[src/rtl/proc_pkg.sv]
// Shared processor definitions: opcode encodings, instruction field positions,
// default widths and the fetch-stage state encoding.
package proc_pkg;

   localparam int DEF_ADDR_W  = 4;
   localparam int DEF_INSTR_W = 16;

   localparam int OPC_HI = 15;
   localparam int OPC_LO = 12;
   localparam int TGT_HI = 11;
   localparam int TGT_LO = 8;

   localparam logic [3:0] OP_NOP  = 4'b0000;
   localparam logic [3:0] OP_LOAD = 4'b0001;
   localparam logic [3:0] OP_ADD  = 4'b0010;
   localparam logic [3:0] OP_SUB  = 4'b0011;
   localparam logic [3:0] OP_JMP  = 4'b1000;
   localparam logic [3:0] OP_SUBI = 4'b1011;
   localparam logic [3:0] OP_BR   = 4'b1100;
   localparam logic [3:0] OP_MOV  = 4'b1110;
   localparam logic [3:0] OP_OUT  = 4'b1111;

   typedef enum logic {
      S_IDLE = 1'b0,
      S_RUN  = 1'b1
   } state_t;

endpackage

[src/rtl/fetch_predecode.sv]
// Combinational pre-decode of the word on the ROM bus: spots JMP and picks the
// next PC so unconditional jumps redirect fetch without a bubble.
module fetch_predecode
   import proc_pkg::*;
#(
   parameter int ADDR_W  = DEF_ADDR_W,
   parameter int INSTR_W = DEF_INSTR_W
) (
   input  logic [INSTR_W-1:0] instr,
   input  logic [ADDR_W-1:0]  pc,
   output logic               is_jmp,
   output logic [ADDR_W-1:0]  next_pc
);

   // Only the opcode and target fields matter here; the low bits are decode's business.
   logic unused_low_bits;
   assign unused_low_bits = ^instr[TGT_LO-1:0];

   assign is_jmp  = (instr[OPC_HI:OPC_LO] == OP_JMP);
   assign next_pc = is_jmp ? ADDR_W'(instr[TGT_HI:TGT_LO]) : pc + ADDR_W'(1);

endmodule

[src/rtl/instruction_fetch.sv]
// Fetch stage: owns the PC, drives the ROM address, registers the fetched word
// and offers it to decode. Execute redirects flush the stage.
module instruction_fetch
   import proc_pkg::*;
#(
   parameter int                ADDR_W   = DEF_ADDR_W,
   parameter int                INSTR_W  = DEF_INSTR_W,
   parameter logic [ADDR_W-1:0] RESET_PC = '0
) (
   input  logic               clk,
   input  logic               rst_n,
   input  logic               start,
   output logic [ADDR_W-1:0]  rom_addr,
   input  logic [INSTR_W-1:0] rom_instr,
   input  logic               redirect_valid,
   input  logic [ADDR_W-1:0]  redirect_target,
   output logic               if_valid,
   input  logic               if_ready,
   output logic [INSTR_W-1:0] if_instr,
   output logic [ADDR_W-1:0]  if_pc,
   output logic               running,
   output logic [15:0]        fetch_count
);

   state_t             state;
   logic [ADDR_W-1:0]  pc;
   logic               is_jmp;
   logic [ADDR_W-1:0]  next_pc;
   logic               capture;

   fetch_predecode #(
      .ADDR_W  (ADDR_W),
      .INSTR_W (INSTR_W)
   ) u_predecode (
      .instr   (rom_instr),
      .pc      (pc),
      .is_jmp  (is_jmp),
      .next_pc (next_pc)
   );

   // Handshake: a pair transfers on a rising edge where if_valid && if_ready;
   // once raised, if_valid and its pair hold until accepted or flushed by redirect.
   assign capture  = (state == S_RUN) && !redirect_valid && (!if_valid || if_ready);
   assign rom_addr = pc;
   assign running  = (state == S_RUN);

   always_ff @(posedge clk or negedge rst_n) begin
      if (!rst_n) begin
         state       <= S_IDLE;
         pc          <= RESET_PC;
         if_valid    <= 1'b0;
         if_instr    <= '0;
         if_pc       <= '0;
         fetch_count <= '0;
      end else begin
         // A redirect also swallows a start in the same cycle: state never moves on a redirect.
         if (redirect_valid) begin
            pc       <= redirect_target;
            if_valid <= 1'b0;
         end else begin
            if (state == S_IDLE && start) begin
               state <= S_RUN;
            end
            if (capture) begin
               if_instr    <= rom_instr;
               if_pc       <= pc;
               if_valid    <= 1'b1;
               fetch_count <= fetch_count + 16'd1;
               pc          <= next_pc;
            end else if (if_valid && if_ready) begin
               if_valid <= 1'b0;
            end
         end
      end
   end

endmodule

[config.mk]
export PLATFORM = sky130hd
export DESIGN_NAME = instruction_fetch
export DESIGN_NICKNAME = d
export VERILOG_FILES = /design/src/rtl/proc_pkg.sv /design/src/rtl/fetch_predecode.sv /design/src/rtl/instruction_fetch.sv
export SDC_FILE = /design/constraint.sdc
export NUM_CORES = 1
export LEC_CHECK = 0
export BUFFER_PORTS_ARGS = -buffer_cell sky130_fd_sc_hd__buf_2
export CORE_UTILIZATION = 53
export CTS_CLUSTER_DIAMETER = 30
export DETAILED_ROUTE_END_ITERATION = 12
export GPL_TIMING_DRIVEN = 0
export PLACE_DENSITY = 0.95
export RECOVER_POWER = 25
export SYNTH_ARGS = -nofsm -noshare
export SYNTH_HDL_FRONTEND = slang
export SYNTH_SLANG_ARGS = --single-unit
[constraint.sdc]
create_clock -name clk -period 2.4 [get_ports clk]
set_input_delay 0.24 -clock clk [delete_from_list [all_inputs] [get_ports clk]]
set_output_delay 0.24 -clock clk [all_outputs]
set_load 0.01 [all_outputs]
=== After elaboration in Yosys (flattened, before gate mapping) ===
Index checks and enable logic that the tools add are counted.

* Add/subtract/negate cells: 2
* Equality and inequality tests: 1
* Multiplexer cells: 6
* Bitwise gates (word level): 2
* Reduce and logical (&&, ||, !) cells: 11

{| class="wikitable"
|+ Operators with widths
! operator !! count
|-
| adder 16 x 1 -> 16 bit (second input constant) || 1
|-
| two-way mux 4 bit || 3
|-
| adder 4 x 1 -> 4 bit (second input constant) || 1
|-
| equality test 4 bit (second input constant) || 1
|-
| logical AND 1 bit || 4
|-
| AND reduction 2 bit || 2
|-
| two-way mux 1 bit || 3
|-
| nonzero test 3 bit || 1
|-
| logical NOT 1 bit || 2
|-
| NOT 1 bit || 2
|-
| nonzero test 2 bit || 1
|-
| logical OR 1 bit || 1
|}

* Flip-flop bits (word level): 42
* Input bits: 25
* Output and inout bits: 42
* Word-level logic and storage cells: 28

=== Depth between registers and ports, before layout ===
* Depth after elaboration: 5
* Mapped depth: 6

=== Cells and area by module ===
From an unflattened synthesis, not the netlist that was laid out.

* Cell total of the unflattened synthesis: 133
* Area, all modules: 1838.0 um^2

{| class="wikitable"
|+ By module, submodules not included
! module !! times used !! cells an instance !! area an instance (um^2) !! seq. area each (um^2)
|-
| instruction_fetch || 1 || 121 || 1737.9 || 1051.0
|-
| fetch_predecode || 1 || 12 || 100.1 || 0.0
|}

=== Worst setup path before layout ===
Ideal clock, no wire load.

* Path kind: flip-flop to flip-flop
* Start: register if_valid
* End: register if_instr[10]
* Setup time: 0.125 ns
* Data arrival time: 1.369 ns
* Setup slack: 0.906 ns
* Cell stages (with the launch flop): 5
* Buffers on the path: 1
* Clock period less this slack: 1.494 ns
* Cell sequence: dfrtp_1 -> and2b_2 -> nor2_8 -> buf_4 -> mux2_2

* Longest elaborated chain between the ends: 4

{| class="wikitable"
|+ RTL lines
! item !! line !! text
|-
| start, declared || instruction_fetch.sv:17 || <nowiki>output logic if_valid,</nowiki>
|-
| start signal, assigned || instruction_fetch.sv:51 || <nowiki>if_valid <= 1'b0;</nowiki>
|-
| start signal, assigned || instruction_fetch.sv:59 || <nowiki>if_valid <= 1'b0;</nowiki>
|-
| start signal, assigned || instruction_fetch.sv:67 || <nowiki>if_valid <= 1'b1;</nowiki>
|-
| logical NOT 1 bit || instruction_fetch.sv:43 || <nowiki>assign capture = (state == S_RUN) && !redirect_valid && (!if_valid || if_ready);</nowiki>
|-
| logical OR 1 bit || instruction_fetch.sv:43 ||
|-
| logical AND 1 bit || instruction_fetch.sv:43 ||
|-
| AND reduction 2 bit (no source line) || -- ||
|-
| end signal, assigned || instruction_fetch.sv:65 || <nowiki>if_instr <= rom_instr;</nowiki>
|-
| end, declared || instruction_fetch.sv:19 || <nowiki>output logic [INSTR_W-1:0] if_instr,</nowiki>
|}

No other way between the ends.
A chain may end at the register's enable or synchronous reset.

=== Worst setup path in the final report ===
* Start: register if_valid
* End: register if_instr[5]

Same word-level chain as after synthesis.

==> run metrics <==
status finished clean; master of the slowest instance on the critical path sky130_fd_sc_hd__dfrtp_1; placed standard-cell area approximately 2300 um2; die height between 60 and 70 um; starting DRC count in detailed routing between 50 and 60; met2 routed wirelength about 1800 um; Syn Area/Cell approximately 13 um2; period utilization 0.667; total negative setup slack 0 ps; number of cells on the critical path 4; worst setup slack for register-to-register paths approximately 800 ps; pin count of the biggest net entering global routing 43; most instantiated cells after synthesis sky130_fd_sc_hd__dfrtp_1 (42), sky130_fd_sc_hd__mux2_2 (21), sky130_fd_sc_hd__nand2_1 (12); fill cell instance count of the final layout ~280; part of the Yosys area used for sequential elements 0.561; leakage dissipation ~1.2 nW; number of clock sinks seen by CTS 42; endpoint type of the worst setup path flip-flop; sequential cell area 1050 um2; CTS buffer count 5; fraction of synthesis flops using an asynchronous set or reset pin 1.00; buffering stage count on the worst path with inverters included 1; post-synthesis net count 167; number of instances in the synthesized netlist 140; number of pins with negative max-slew slack in the final report 0; min cycle time layout ~1600 ps; Post CTS Setup Buffer Count 0; critical-path cell list and2b_2, nor2_8, buf_4, mux2_2; hold violation count in the final report 0; signal arrival time at the worst endpoint between 1500 and 2000 ps; total core area approximately 3400 um2; # port buffers 65; Critical Path RT 2640 ps; worst IR drop on VDD 0.000522 V; cell type contributing the most total cell area after synthesis sky130_fd_sc_hd__dfrtp_1; peak per-stage delay on the critical path 410 ps; PnR Total Power 1.67 mW; number of warnings printed during yosys synthesis 0; ANT cells 0; vias per cell ~5.3; Largest delay share family, worst path simple AND/OR/NAND/NOR gates; Area Overhead vs Synth 22.8%; final HPWL from detailed placement approximately 2800 um; first-pass GRT wire length 5910 um; overall overflow remaining after global route 0; number of buffers inserted by hold repair at cts 0; number of failing setup endpoints in the final timing report 0; clock latency on the worst-skew pair around 350 ps; layout net count between 200 and 250; count of boundary I/O pins 67; TritonCTS clock tree done; post-route cell area ~2300 um2; residual antenna-violating net count after detailed routing 0; die outline width around 61 um; final setup skew 5.71 ps; number of cells on the worst reg-to-reg path 4; full die area around 3800 um2; GRT Overall Usage 0.221; row cnt 21; metal1 wirelength about 1600 um; class of the most critical hold timing path input pin to async pin; slew at the pin closest to its max-slew limit 891 ps; highest fanout seen on the critical path 10; post-detailed-routing wire length approximately 3700 um; global placer's final weighted congestion 0.839; FF+latch count, synth 42; Max Fclk 625 MHz; number of enable-type register cells in the synthesized netlist 0; leading cell type by number of instances after synthesis sky130_fd_sc_hd__dfrtp_1; RSZ-0062 raised after global routing false; number of antenna violations at the first check in global routing 0; fraction of layout instances using a drive strength above 1 0.476; initial core utilization 0.557; final hold slack between 7 and 8 ps; wire length on met3 around 290 um; Clock transition at path regs 110 ps; total DRC errors in the routed layout 0; Syn Std Cell Area 1870 um2; highest signal layer in the routed design met4; ys flop type sky130_fd_sc_hd__dfrtp_1; final core occ 0.685; maximum level of the CTS H-tree 2; total power per unit cell area just over 700 nW/um2; max-capacitance violation count 0; number of cells upsized or downsized after cts 0; Pre-antenna DRT Iters 4; count of distinct cell types in the synthesized netlist 32; critical setup path kind flip-flop to flip-flop; detailed-route via count ~1,400; cells taking the most area after synthesis sky130_fd_sc_hd__dfrtp_1 (56%), sky130_fd_sc_hd__mux2_2 (13%), sky130_fd_sc_hd__xnor2_1 (3.7%); vias in the first global route 1,337; total area of multi-input combinational cells roughly 800 um2; cell at the root of the clock tree sky130_fd_sc_hd__clkbuf_4; detail-routed net length per standard cell between 10 and 15 um; Slew headroom 0.406; buffers from clock root to sink, at most 2; fraction of post-synthesis cell area in the top cell type by area 0.561; Worst Setup Start Kind flip-flop
## final cells by class
type	count	share of cell area
inverters	1	0.00163
clock buffers	7	0.0196
well taps	46	0.0250
flip-flops and latches	42	0.457
repair buffers	65	0.141
plain buffers	3	0.0114
multi-input cells	94	0.345
## state kept, by name, summed over array words and instances, names as in the netlist
| signal | count |
|---|---|
| fetch_count | 16 |
| if_valid | 1 |
| rom_addr | 4 |
| running | 1 |
| if_instr | 16 |
| if_pc | 4 |
## cell usage in the layout, fill, tap and decap left out, types with 2 or more instances in the layout
cell type / netlist / layout
sky130_fd_sc_hd__and4_1: 3 / 3
sky130_fd_sc_hd__nor4b_4: 2 / 2
sky130_fd_sc_hd__nand3_1: 6 / 6
sky130_fd_sc_hd__ha_1: 2 / 2
sky130_fd_sc_hd__clkbuf_4: 0 / 5
sky130_fd_sc_hd__buf_4: 2 / 2
sky130_fd_sc_hd__nor2_1: 8 / 8
sky130_fd_sc_hd__mux2i_1: 2 / 2
sky130_fd_sc_hd__and3_1: 3 / 3
sky130_fd_sc_hd__xor2_1: 8 / 8
sky130_fd_sc_hd__clkbuf_1: 0 / 2
sky130_fd_sc_hd__nand2_1: 12 / 12
sky130_fd_sc_hd__mux2_2: 21 / 21
sky130_fd_sc_hd__xnor2_1: 8 / 8
sky130_fd_sc_hd__dfrtp_1: 42 / 42
sky130_fd_sc_hd__buf_2: 0 / 65
sky130_fd_sc_hd__o21ai_0: 2 / 2
sky130_fd_sc_hd__nand4_1: 2 / 2
## final timing paths
| path | from | end |
|---|---|---|
| min in group clk | start | running |
| max | if_valid | if_instr[5] |
| max in group asynchronous | rst_n | if_instr[6] |
| min reg2reg | fetch_count[15] | fetch_count[15] |
| max reg2reg | if_valid | if_instr[5] |
| min | rst_n | fetch_count[5] |
## metrics by stage
step,setup WS (ps),std cells
floorplan,906,140
global placement,834,251
detailed placement,821,251
CTS,797,258
global route,728,258
finish,799,258
## per-layer routing
metal / GRT usage / vias to the layer above
met5: 0 / -
met4: 0.0762 / 0
met3: 0.0924 / 7
met2: 0.360 / 54
met1: 0.265 / 670
li1: - / 637
## power breakdown
part,switching [mW],internal [mW],leakage [nW]
Sequential,0.106,0.824,0.514
Combinational,0.210,0.222,0.615
Clock,0.203,0.111,0.0254
## logic make-up (layout without fill, tap and decap cells)
logic type / Yosys count / in the layout / share of synthesized area
and+or+nand+nor: 43 / 43 / 0.157
DFF: 42 / 42 / 0.561
muxes: 24 / 24 / 0.145
xor gates and xnor gates: 16 / 16 / 0.0748
AOI/OAI and AO/OA: 9 / 9 / 0.0334
buffers and inverters: 4 / 76 / 0.0160
adders and majority gates: 2 / 2 / 0.0133
No activity file was read; power rests on OpenSTA's default activity.
